===== config.mk =====
export PLATFORM = sky130hd
export DESIGN_NAME = instruction_fetch
export DESIGN_NICKNAME = d
export VERILOG_FILES = /design/src/rtl/instruction_fetch.sv
export SDC_FILE = /design/constraint.sdc
export NUM_CORES = 1
export LEC_CHECK = 0
export CAP_MARGIN = 20
export CORE_MARGIN = 3
export CORE_UTILIZATION = 55
export CTS_CLUSTER_DIAMETER = 150
export CTS_CLUSTER_SIZE = 30
export DETAILED_ROUTE_END_ITERATION = 10
export DONT_BUFFER_PORTS = 1
export PLACE_DENSITY = 0.73
export SYNTH_ARGS = -nofsm -noshare
export SYNTH_HDL_FRONTEND = slang
export SYNTH_SLANG_ARGS = --single-unit

===== constraint.sdc =====
create_clock -name clk -period 3.18 [get_ports clk]
set_clock_uncertainty 0.15 [all_clocks]
set_input_delay 0.795 -clock clk [delete_from_list [all_inputs] [get_ports clk]]
set_output_delay 0.795 -clock clk [all_outputs]
set_load 0.02 [all_outputs]

===== src/rtl/instruction_fetch.sv =====
// Fetch stage of the MIPS monocycle datapath: PC, instruction-memory ready handshake, next-PC selection.
// Optional fetch stall counter is built when IF_STALL_COUNT_EN is defined.
module instruction_fetch #(
    parameter logic [31:0] RESET_PC = 32'h0000_0000,
    parameter int          ADDR_W   = 32
) (
    input  logic              clk,
    input  logic              reset,
    output logic              IMemReq,
    output logic [ADDR_W-1:0] IMemAddr,
    input  logic              IMemReady,
    input  logic [31:0]       IMemRData,
    output logic [31:0]       Instr,
    output logic [5:0]        OPCode,
    output logic [5:0]        Funct,
    output logic              InstrValid,
    input  logic              Advance,
    input  logic              Branch,
    input  logic              Jump,
    input  logic              Zero,
    output logic [ADDR_W-1:0] PC,
    output logic [ADDR_W-1:0] PCPlus4,
    output logic [31:0]       StallCount
);

    // state   | meaning
    // S_REQ   | request outstanding at PC, waiting for IMemReady
    // S_ISSUE | Instr valid and held, waiting for Advance to commit NextPC
    typedef enum logic {
        S_REQ   = 1'b0,
        S_ISSUE = 1'b1
    } state_t;

    state_t            state_q;
    logic [ADDR_W-1:0] pc_q;
    logic [ADDR_W-1:0] pc_d;
    logic [31:0]       instr_q;
    logic [ADDR_W-1:0] jump_target;
    logic [ADDR_W-1:0] branch_offset;

    assign PCPlus4       = pc_q + 32'd4;
    assign jump_target   = {PCPlus4[31:28], instr_q[25:0], 2'b00};
    assign branch_offset = {{14{instr_q[15]}}, instr_q[15:0], 2'b00};

    // Jump has priority: ControlUnit raises Branch alongside Jump for J.
    always_comb begin
        pc_d = PCPlus4;
        if (Jump) begin
            pc_d = jump_target;
        end else if (Branch && Zero) begin
            pc_d = PCPlus4 + branch_offset;
        end
    end

    always_ff @(posedge clk) begin
        if (reset) begin
            state_q <= S_REQ;
            pc_q    <= RESET_PC;
            instr_q <= 32'd0;
        end else begin
            case (state_q)
                S_REQ: begin
                    if (IMemReady) begin
                        instr_q <= IMemRData;
                        state_q <= S_ISSUE;
                    end
                end
                S_ISSUE: begin
                    if (Advance) begin
                        pc_q    <= pc_d;
                        state_q <= S_REQ;
                    end
                end
                default: state_q <= S_REQ;
            endcase
        end
    end

    // Request is masked during the reset cycle so an abandoned fetch is never seen by memory.
    assign IMemReq    = (state_q == S_REQ) && !reset;
    assign IMemAddr   = pc_q;
    assign PC         = pc_q;
    assign Instr      = instr_q;
    assign OPCode     = instr_q[31:26];
    assign Funct      = instr_q[5:0];
    assign InstrValid = (state_q == S_ISSUE);

`ifdef IF_STALL_COUNT_EN
    logic [31:0] stall_cnt_q;

    always_ff @(posedge clk) begin
        if (reset) begin
            stall_cnt_q <= 32'd0;
        end else if ((state_q == S_REQ) && !IMemReady) begin
            stall_cnt_q <= stall_cnt_q + 32'd1;
        end
    end

    assign StallCount = stall_cnt_q;
`else
    assign StallCount = 32'd0;
`endif

endmodule


==> flow_summary.toml, run 1 <==
[run_status]
status = "finished, violations left"
violations = "negative setup slack"

[die]
die_w_um = 108
rows = 36
start_util_pct = 57.7
core-area_um2 = 10000
io_pins = 213
die_area_um2 = 11800
die_h_um = 108

[detailed_routing]
routed_via_density = 6.26
drc_errors = 0
wl_per_cell_um = 21.9
drtIter0Drc = 764
first_pass_iters = 6
ant_nets = 0
num_vias = 6890
wirelength_um = 24100

[setup_path]
crit_required_ps = 3280
path_class = "reg2reg"
endpoint = "IMemAddr[31]"
reg2regPathDepth = 15
path_max_fanout = 4
cp-end-kind = "register"
critPathLaunch = "IMemAddr[15]"
reg2reg_to = "IMemAddr[31]"
arrival_ps = 3610
cp-start-kind = "register"
rr_startpoint = "IMemAddr[15]"
r2r_slack_ps = -320

[synthesis]
synth_top_family_by_area = "compound AO/OA/AOI/OAI gates"
synth_most_common_cell = "nand2_1"
ys_seq_area_share_pct = 21.9
synthAdderAreaFrac_pct = 8.16
ys_ff_latch = 63
synthesis.area_um2 = 5770
netlist_top_cells_area = "dfxtp_1, buf_4, nand2_1"
yosys.area.top_type_share_pct = 21.9
synth.area.mux_share_pct = 0.174
synth_cells = 777
yosys.area.top_type = "dfxtp_1"
synth_commonest_cells = "nand2_1, a21oi_1, buf_4, dfxtp_1, nor2_1"
synth_compound_area_share_pct = 24.4
ys_types = 76
async_flop_share_pct = 0
syn_avg_cell_area_um2 = 7.42
yosysWarningCount = 0
synth_edf_count = 0
synthXorXnorAreaFrac_pct = 7.14
synthFlopType = "dfxtp_1"
synthSimpleGateAreaFrac_pct = 24.1

[grt]
track_usage_pct = 37.8
grt_max_degree = 60
grt_pass1_vias = 6368
grt_antenna_before_repair = 0
grt_remaining_overflow = 0
grt_pass1_wl_um = 34500

[placement]
placed_area_um2 = 7150
dp_slack_ps = -446
dp.cells = 1045
routabilityCongestion = 1.02
io_buffers = 0
hpwl_um = 16800

[cells_and_area]
fin_util_pct = 85.0
final_area_um2 = 8500
drive_gt1_share_pct = 44.3
area_growth_syn_to_layout_pct = 47.4
instances_no_fill = 1100
nets = 1038
diodes = 0

[timing]
hold_violations = 0
finalSetupViolations = 22
rsz0062_at_grt = "true"
drv_slew = 0
fmaxAchievable_mhz = 286
fin_crit_sh_pct = 110
slew_headroom_pct = 51.1
whs_ps = 336
min_period_ps = 3500
fin_ws_ps = -322
tns_ps = -3030
tightest_slew_ps = 733

[pwr]
peakVddDrop_uv = 358
power.density_nw_per_um2 = 270
p_leak_nw = 3.71
report.power.total_mw = 2.29

[cts]
cts_buffer_depth = 2
insertion_delay_ps = 360
cts-buffers-inserted = 9
clkSinkCount = 63
cts.htree.levels = 3
cts.root.buffer_cell = "clkbuf_8"
cts_tree = "done"
clkTransAtPathRegs_ps = 80

[min_path]
hold_path_class = "reg2reg"

[flow_run]
maxCapViolations = 0
what timing repair did:
action | CTS | global route
gates resized for setup | 84 | 90
pin swaps | 64 | 73
setup endpoints to repair | 21 | 30
setup buffers | 24 | 20
hold buffers | 0 | 0
critical path, cell delays in order, from the launching register on:
cell and delay, ps:
dfxtp_1 410, and4_1 290, nand4_1 270, buf_6 240, nor2_4 120, xor2_4 210
ha_4 260, a211oi_2 240, o221ai_1 170, a21oi_1 220, nand2_2 120, o21ai_1 190
buf_4 140, a21o_2 110, o311a_1 200, a21oi_2 60
kinds of logic after synthesis:
logic type / Yosys count
simple gates: 288
other cells: 1
buf+inv: 123
compound gates: 217
xor+xnor: 47
fa+ha+maj: 37
flops: 63
mux: 1
power by group:
group          internal (mW)  switching [mW]
clock network          0.289           0.388
logic                  0.282           0.436
registers              0.824          0.0717
total                   1.40           0.896
cell usage in the layout (no fill, tap or decap), types with 9 or more instances in the layout:
master | synthesis | final
a21o_1 | 13 | 12
a21oi_1 | 89 | 74
buf_4 | 80 | 225
buf_6 | 0 | 23
clkbuf_8 | 4 | 9
conb_1 | 1 | 38
dfxtp_1 | 63 | 51
dfxtp_2 | 0 | 9
ha_1 | 36 | 17
ha_4 | 0 | 18
inv_1 | 11 | 9
nand2_1 | 132 | 124
nand3_1 | 20 | 15
nand4_1 | 10 | 10
nor2_1 | 59 | 49
o211ai_1 | 11 | 11
o21ai_0 | 26 | 14
o21ai_1 | 0 | 10
xnor2_2 | 0 | 14
xor2_1 | 23 | 10
registers in the layout (all words and copies together) (netlist names):
name        flops
IMemAddr       30
Instr          32
InstrValid      1
cell type report:
| type | count | area (um^2) |
|---|---|---|
| flip-flops and latches | 63 | 1280 |
| fillers | 559 | 1500 |
| clock buffers | 9 | 124 |
| clock inverters | 7 | 53.8 |
| repair buffers | 249 | 1960 |
| inverters | 11 | 41.3 |
| multi-input cells | 628 | 4870 |
| well taps | 133 | 166 |
worst min-delay path by stage:
| stage | cells past startpoint | to | startpoint |
|---|---|---|---|
| floorplan | 2 | IMemAddr[5] | IMemAddr[5] |
| global placement | 2 | IMemAddr[12] | IMemAddr[12] |
| detailed placement | 2 | IMemAddr[12] | IMemAddr[12] |
| CTS | 2 | IMemAddr[12] | IMemAddr[12] |
| global route | 1 | IMemAddr[30] | reset |
| finish | 2 | IMemAddr[12] | IMemAddr[12] |
routing by layer:
layer | global-route usage, % | vias up | wire [um]
li1 | - | 3016 | -
met1 | 51.7 | 3308 | 9470
met2 | 59.3 | 485 | 10900
met3 | 9.67 | 81 | 3010
met4 | 9.38 | 0 | 688
met5 | 0 | - | 0
Power figures use the tool's default switching activity.
==> inputs of run 2 (changes only) <==
Settings changed: CORE_ASPECT_RATIO set to 1.5, SLEW_MARGIN set to 20.
==> run 2 against run 1 <==
  * The flow still finishes with violations (negative setup slack)
  * Clock power increased by 46%
  * Largest power group is now clock
  * Die area up 0.22%
  * Total power up 12%
  * Flip-flop and latch count stayed put
  * Wire length is 3.8% lower
  * Count of clock-buffer cells in the layout is 3 higher
  * Non-clock buffer count fell by 8
  * Cell area is 3.0% lower
  * Sequential power about the same
  * Final cell count is the same
  * Highest routed layer unchanged
  * Global-route usage grew 0.77 points
  * Utilization fell by 4.1 points
==> flow_summary.toml, run 2 (synthesis gave the netlist of run 1 again) <==
[run_status]
status = "finished, violations left"
violations = "negative setup slack"

[setup_path]
reg2regPathDepth = 18
path_class = "reg2reg"
r2r_slack_ps = -250
arrival_ps = 3550
reg2reg_to = "IMemAddr[31]"
cp-end-kind = "register"
rr_startpoint = "IMemAddr[4]"
cp-start-kind = "register"
endpoint = "IMemAddr[31]"
path_max_fanout = 4
critPathLaunch = "IMemAddr[4]"
crit_required_ps = 3300

[min_path]
hold_path_class = "in2reg"

[detailed_routing]
drtIter0Drc = 467
wl_per_cell_um = 21.1
wirelength_um = 23200
routed_via_density = 6.02
num_vias = 6620
first_pass_iters = 5
ant_nets = 0
drc_errors = 0

[die]
io_pins = 213
die_w_um = 89.6
die_h_um = 131
core-area_um2 = 10200
die_area_um2 = 11800
rows = 45
start_util_pct = 56.6

[cts]
cts-buffers-inserted = 9
holdBufCountCts = 0
cts_buffer_depth = 2
cts.root.buffer_cell = "clkbuf_16"
insertion_delay_ps = 330
clkSinkCount = 63
clkTransAtPathRegs_ps = 60
cts.htree.levels = 3
cts_tree = "done"

[placement]
routabilityCongestion = 0.995
hpwl_um = 17100
io_buffers = 0

[timing]
tightest_slew_ps = 682
fin_ws_ps = -246
hold_violations = 0
slew_headroom_pct = 54.5
fmaxAchievable_mhz = 292
finalSetupViolations = 16
whs_ps = 387
tns_ps = -2000
drv_slew = 0
rsz0062_at_grt = "true"
fin_crit_sh_pct = 108
min_period_ps = 3430

[grt]
grt_remaining_overflow = 0
grt_pass1_wl_um = 35100
grt_pass1_vias = 6898
grt_max_degree = 60
track_usage_pct = 38.5
grt_antenna_before_repair = 0

[cells_and_area]
diodes = 0
mostFrequentLayoutCell = "buf_4"
fin_util_pct = 80.9
largest_reg_flops = 32
area_growth_syn_to_layout_pct = 43.0
drive_gt1_share_pct = 41.1
nets = 1030
most-common-layout-cells = "buf_4, nand2_1, a21oi_1, dfxtp_1, nor2_1"

[pwr]
peakVddDrop_uv = 288
power.density_nw_per_um2 = 310
p_leak_nw = 3.70

[flow_run]
maxCapViolations = 0
[run 2: per-stage QoR]
| stage | worst slack, ps | power, mW | cell area, um^2 | cells |
|---|---|---|---|---|
| floorplan | -331 | 1.35 | 6170 | 814 |
| detailed placement | -434 | 1.52 | 7200 | 1059 |
| global placement | -403 | 1.50 | 7200 | 1059 |
| finish | -246 | 2.56 | 8250 | 1100 |
| CTS | -175 | 2.52 | 7940 | 1089 |
| global route | -372 | 2.63 | 8250 | 1100 |
[run 2: how the worst min path moves through the flow]
stage	end	cells after the start	slack, ps	from
6_report	Instr[15]	1	390	reset
3_3_place_gp	IMemAddr[5]	2	310	IMemAddr[5]
3_5_place_dp	IMemAddr[5]	2	350	IMemAddr[5]
5_1_grt	IMemAddr[31]	1	370	reset
2_1_floorplan	IMemAddr[5]	2	370	IMemAddr[5]
4_1_cts	IMemAddr[31]	1	370	reset
[run 2: metal layers]
| metal | global-route usage, % | up-vias | part of all wire (%) |
|---|---|---|---|
| met2 | 66.5 | 378 | 52 |
| met5 | 0 | - | 0 |
| li1 | - | 2986 | - |
| met1 | 37.8 | 3138 | 34 |
| met3 | 11.1 | 118 | 7.4 |
| met4 | 26.2 | 0 | 6.9 |
[run 2: layout make-up]
class	count	area, um^2
clock buffer	12	246
clock inverter	4	45.0
fill	697	1950
inverter	11	41.3
multi-input combinational	628	4580
sequential	63	1280
tap	141	176
timing repair buffer	241	1870
[run 2: timing repair]
action / 4_1_cts / 5_1_grt
gates resized for setup: 76 / 46
endpoints found under the setup margin: 22 / 27
pin swaps: 58 / 42
setup buffers: 15 / 12
[run 2: power by group]
group          internal [mW]  leakage, nW  switching (mW)
combinational          0.264         3.03           0.412
clock                  0.625        0.146           0.363
sequential             0.826        0.520          0.0667
total                   1.71         3.70           0.842
[run 2: critical path: stages, from the launching register on]
cell and delay (ps):
dfxtp_2 350, and3_4 230, nand4_4 130, or2_4 280, buf_6 120, nor2_4 130
buf_6 130, xor2_2 150, buf_4 160, ha_4 160, a21oi_4 60, buf_4 120
o21bai_1 190, nand2_1 80, nand3_1 80, nand3b_1 150, and2_4 200, o311a_1 360
a21oi_2 130
